--- config.mk ---
export PLATFORM = sky130hd
export DESIGN_NAME = quiz_lfsr16
export DESIGN_NICKNAME = d
export VERILOG_FILES = /design/src/rtl/quiz_pkg.sv /design/src/rtl/quiz_lfsr16.sv
export SDC_FILE = /design/constraint.sdc
export NUM_CORES = 1
export LEC_CHECK = 0
export ABC_AREA = 1
export BUFFER_PORTS_ARGS = -buffer_cell sky130_fd_sc_hd__buf_2
export CAP_MARGIN = 25
export CORE_MARGIN = 2
export CORE_UTILIZATION = 47
export DETAILED_ROUTE_END_ITERATION = 12
export GPL_ROUTABILITY_DRIVEN = 0
export PLACE_DENSITY = 0.83
export RECOVER_POWER = 25
export SLEW_MARGIN = 30
export SYNTH_ARGS = -nofsm -noshare
export SYNTH_HDL_FRONTEND = slang
export SYNTH_SLANG_ARGS = --single-unit
--- constraint.sdc ---
create_clock -name sys_clk -period 1.15 [get_ports sys_clk]
set_clock_uncertainty 0.15 [all_clocks]
set_input_delay 0.23 -clock sys_clk [delete_from_list [all_inputs] [get_ports sys_clk]]
set_output_delay 0.23 -clock sys_clk [all_outputs]
set_load 0.02 [all_outputs]
--- src/rtl/quiz_pkg.sv ---
// Shared types and constants for the quiz stimulus/checker harnesses.
// Holds the run-state encoding and the 16-bit LFSR definition.
package quiz_pkg;

  typedef enum logic [1:0] {
    IDLE  = 2'd0,
    RUN   = 2'd1,
    DRAIN = 2'd2,
    DONE  = 2'd3
  } state_t;

  // Fibonacci taps 16,14,13,11 expressed as a mask over bits [15:0].
  localparam logic [15:0] LFSR_TAPS    = 16'hB400;
  localparam logic [15:0] DEFAULT_SEED = 16'hACE1;

  function automatic logic [15:0] lfsr_next(input logic [15:0] s);
    return {s[14:0], ^(s & LFSR_TAPS)};
  endfunction

endpackage

--- src/rtl/quiz_lfsr16.sv ---
// 16-bit Fibonacci LFSR with seed load and single-step advance.
// Load and step together yield the successor of the seed in one cycle.
module quiz_lfsr16
  import quiz_pkg::*;
#(
  parameter logic [15:0] SEED = DEFAULT_SEED
) (
  input  logic        sys_clk,
  input  logic        sys_rst,
  input  logic        i_load,
  input  logic        i_step,
  output logic [15:0] o_value
);

  logic [15:0] r_lfsr;

  always_ff @(posedge sys_clk) begin
    if (sys_rst) begin
      r_lfsr <= SEED;
    end else if (i_load) begin
      r_lfsr <= i_step ? lfsr_next(SEED) : SEED;
    end else if (i_step) begin
      r_lfsr <= lfsr_next(r_lfsr);
    end
  end

  assign o_value = r_lfsr;

endmodule

==> metrics.log <==
INFO  metric grt_pass1_vias = approximately 650
INFO  metric area_inside_the_core_boundary = between 1000 and 1500 um^2
INFO  metric die_area = around 1700 um^2
INFO  metric die_boundary_width = slightly above 40 um
INFO  metric initialDrtViolationCount = 40
INFO  metric grt_max_degree = 11
INFO  metric final_cell_area = a little over 1000 um^2
INFO  metric leakage = a little under 0.5 nW
INFO  metric floorplan.initialDensity = just over 50%
INFO  metric timing.reg2reg.worst_path_depth = 7
INFO  metric die_h = just over 40 um
INFO  metric core.rowCount = 13
INFO  metric routed-via-count = roughly 740
INFO  metric path_cells = buf_6
INFO  metric clk_slew_on_worst_s_h_paths = approximately 0.090 ns
INFO  metric yosys_warnings = 0
INFO  metric slew_headroom = between 80% and 90%
INFO  metric path_buf_inv = 1
INFO  metric min-delay-start = sys_rst
INFO  metric synth.yosys.seq_area_share = between 40 and 50%
INFO  metric dpl.hpwl = about 1100 um
INFO  metric slowest_stage_delay_cp = roughly 0.36 ns
INFO  metric holdBufCountCts = 0
INFO  metric final.fill_count = 80
INFO  metric slew_viol_final = 0
INFO  metric largest_delay_share_family_worst_path = flip-flops
INFO  metric worst_ep_arrival_time = about 0.76 ns
INFO  metric cts_buffers = 3
INFO  metric worst_ep_required_time = between 0.7 and 0.8 ns
INFO  metric min_to = o_value[5]
INFO  metric placement.io_buffers = 19
INFO  metric reg2reg_from = o_value[15]
INFO  metric clock_path_buffers = 2
INFO  metric hold_viol = 0
INFO  metric first_pass_iters = 4
INFO  metric post_route_cells_drive_above_1_share = 44.8%
INFO  metric root_buffer = sky130_fd_sc_hd__clkbuf_4
INFO  metric first_pass_grt_wire_length = roughly 2700 um
INFO  metric multi_input_area = about 300 um^2
INFO  metric ctsHtreeMaxLevel = 1
INFO  metric track_usage = approximately a quarter
INFO  metric min-delay-path-class = input pin to flip-flop
INFO  metric cts_tree = built
INFO  metric layout_worst_path_cycle_share = between 90% and 100%
INFO  metric criticalPathCategory = flip-flop to output port
INFO  metric placedInstanceArea = between 700 and 800 um^2
INFO  metric clock_sink_count = 16
INFO  metric min_tclk_post_route = between 1 and 1.5 ns
INFO  metric net_count_after_synthesis = 94
INFO  metric clock_insertion_delay_worst_skew = roughly 0.28 ns
INFO  metric critical_path.startpoint_type = flip-flop
INFO  metric critical_path.reg2reg.endpoint = o_value[0]
INFO  metric largest_reg_flops = 16
INFO  metric seq_area = ~340 um^2
INFO  metric rsz0062_at_grt = true
INFO  metric wirelength = between 1500 and 2000 um
INFO  metric finalSetupViolations = 0
INFO  metric synthCells = 90
INFO  metric io_pins = 20
INFO  metric run_status = finished, final reports clean
INFO  metric post-route-drc-count = 0
INFO  metric via_per_inst = roughly 5.3
INFO  metric overflow = 0
INFO  metric syn_area_per_cell = 7.27 um^2
INFO  metric hold_path_depth = 3
INFO  metric fin_worst_hold_slack = around 0.078 ns
INFO  metric r2r_setup_slk = 0.05 ns
INFO  metric worst-slew-pin-transition = approximately 0.25 ns
INFO  metric maxClockFrequency = between 800 and 900 MHz
INFO  metric drv_cap = 0
INFO  metric detail_route.wl_per_cell = 13.1 um
INFO  metric area_growth = 54.9%
INFO  metric critical_path.max_fanout = 2
INFO  metric antenna_left = 0
INFO  metric worst_path_max_delay_cell = sky130_fd_sc_hd__dfxtp_2
INFO  metric setup_total_negative_slack = 0 ns
INFO  metric yosys_register_bits = 16
INFO  metric synth.lib_cells_used.distinct = 18
INFO  metric syn-cell-area = between 600 and 700 um^2
INFO  metric p_per_area = around 1200 nW/um^2
INFO  metric num_antenna_cells = 0
INFO  metric antenna_found_initial = 0
INFO  metric ir_worst_vdd = around 1.0 mV
INFO  metric fin_nets = 130
INFO  metric endpoint_kind = output port
## metrics by stage
| stage | worst slack, ns | utilization [%] | std cells | total power [mW] |
|---|---|---|---|---|
| 2_1_floorplan | 0.107 | - | 90 | 0.734 |
| 3_3_place_gp | 0.0254 | 59.6 | 125 | 0.792 |
| 3_5_place_dp | 0.00261 | 59.6 | 125 | 0.796 |
| 4_1_cts | 0.00106 | 72.9 | 139 | 1.20 |
| 5_1_grt | -0.0265 | 77.9 | 140 | 1.29 |
| 6_report | 0.00982 | 77.9 | 140 | 1.23 |
## cells in the mapped netlist, drive strengths merged
library cell | number | share of area (%)
nand2 | 30 | 18
dfxtp | 16 | 49
nor2 | 9 | 5.5
inv | 8 | 4.6
o21ai | 8 | 6.1
nand3 | 7 | 5.4
a21oi | 2 | 1.5
nor3 | 2 | 1.5
o22ai | 2 | 1.9
a21boi | 1 | 1.1
a22oi | 1 | 1.1
a31oi | 1 | 0.96
buf | 1 | 1.1
clkinv | 1 | 0.57
o211ai | 1 | 1.1
## area by class of cell
cell class              count  share of cell area (%)
clock buffers               4                    3.58
inverters                   9                    3.33
well taps                  15                    1.85
flip-flops and latches     16                    33.6
multi-input cells          64                    28.9
repair buffers             32                    28.8
## power by group
part / total (mW) / internal (mW) / switching, mW / leakage [nW]
clock network: 0.362 / 0.193 / 0.170 / 0.0210
logic: 0.258 / 0.117 / 0.142 / 0.328
registers: 0.608 / 0.588 / 0.0202 / 0.132
total: 1.23 / 0.897 / 0.331 / 0.481
## tightest hold or removal path, cell delays in order
cell and delay, ns:
sky130_fd_sc_hd__buf_2 0.12, sky130_fd_sc_hd__inv_2 0.07, sky130_fd_sc_hd__nand3_1 0.07
## placed cells by master (no fill, tap or decap)
cell type	instances
sky130_fd_sc_hd__buf_4	13
sky130_fd_sc_hd__nand2_4	1
sky130_fd_sc_hd__nand3_1	7
sky130_fd_sc_hd__inv_2	3
sky130_fd_sc_hd__nor2_1	8
sky130_fd_sc_hd__o211ai_1	1
sky130_fd_sc_hd__o22ai_1	2
sky130_fd_sc_hd__buf_6	16
sky130_fd_sc_hd__a21oi_1	2
sky130_fd_sc_hd__nor2_2	1
sky130_fd_sc_hd__inv_1	5
sky130_fd_sc_hd__clkbuf_1	1
sky130_fd_sc_hd__nor3_1	2
sky130_fd_sc_hd__dfxtp_2	16
sky130_fd_sc_hd__nand2_1	29
sky130_fd_sc_hd__clkbuf_8	1
sky130_fd_sc_hd__buf_2	2
sky130_fd_sc_hd__a22oi_1	1
sky130_fd_sc_hd__o21ai_0	8
sky130_fd_sc_hd__clkbuf_4	3
sky130_fd_sc_hd__a31oi_1	1
sky130_fd_sc_hd__a21boi_0	1
sky130_fd_sc_hd__clkinv_1	1
## worst max path at each step
stage | cells past startpoint | to | slack (ns) | start
floorplan | 6 | o_value[0] | 0.11 | o_value[10]
global placement | 4 | o_value[0] | 0.03 | i_load
detailed placement | 5 | o_value[6] | 0.003 | i_load
CTS | 1 | o_value[9] | 0.001 | o_value[9]
global route | 1 | o_value[11] | -0.03 | o_value[11]
finish | 1 | o_value[9] | 0.01 | o_value[9]
## repair_timing
| item | 4_1_cts | 5_1_grt |
|---|---|---|
| setup endpoints to repair | 16 | 17 |
| gates resized for setup | 31 | 18 |
| buffers inserted | 10 | 1 |
## routing by layer
layer	GRT usage (%)	vias to the layer above	share of wire (%)
met5	0	-	0
met4	9.68	0	0.60
met2	38.7	28	51
met1	30.7	339	41
met3	8.51	2	6.9
li1	-	368	-
## logic make-up (layout without fill, tap and decap cells)
group,Yosys count,after routing,synth area share [%]
AND/OR/NAND/NOR,48,48,30.8
AO/OA/AOI/OAI,16,16,14.0
flip-flops,16,16,48.9
buffers and inverters,10,45,6.31
Note: power is estimated with default switching activity, not from simulation.
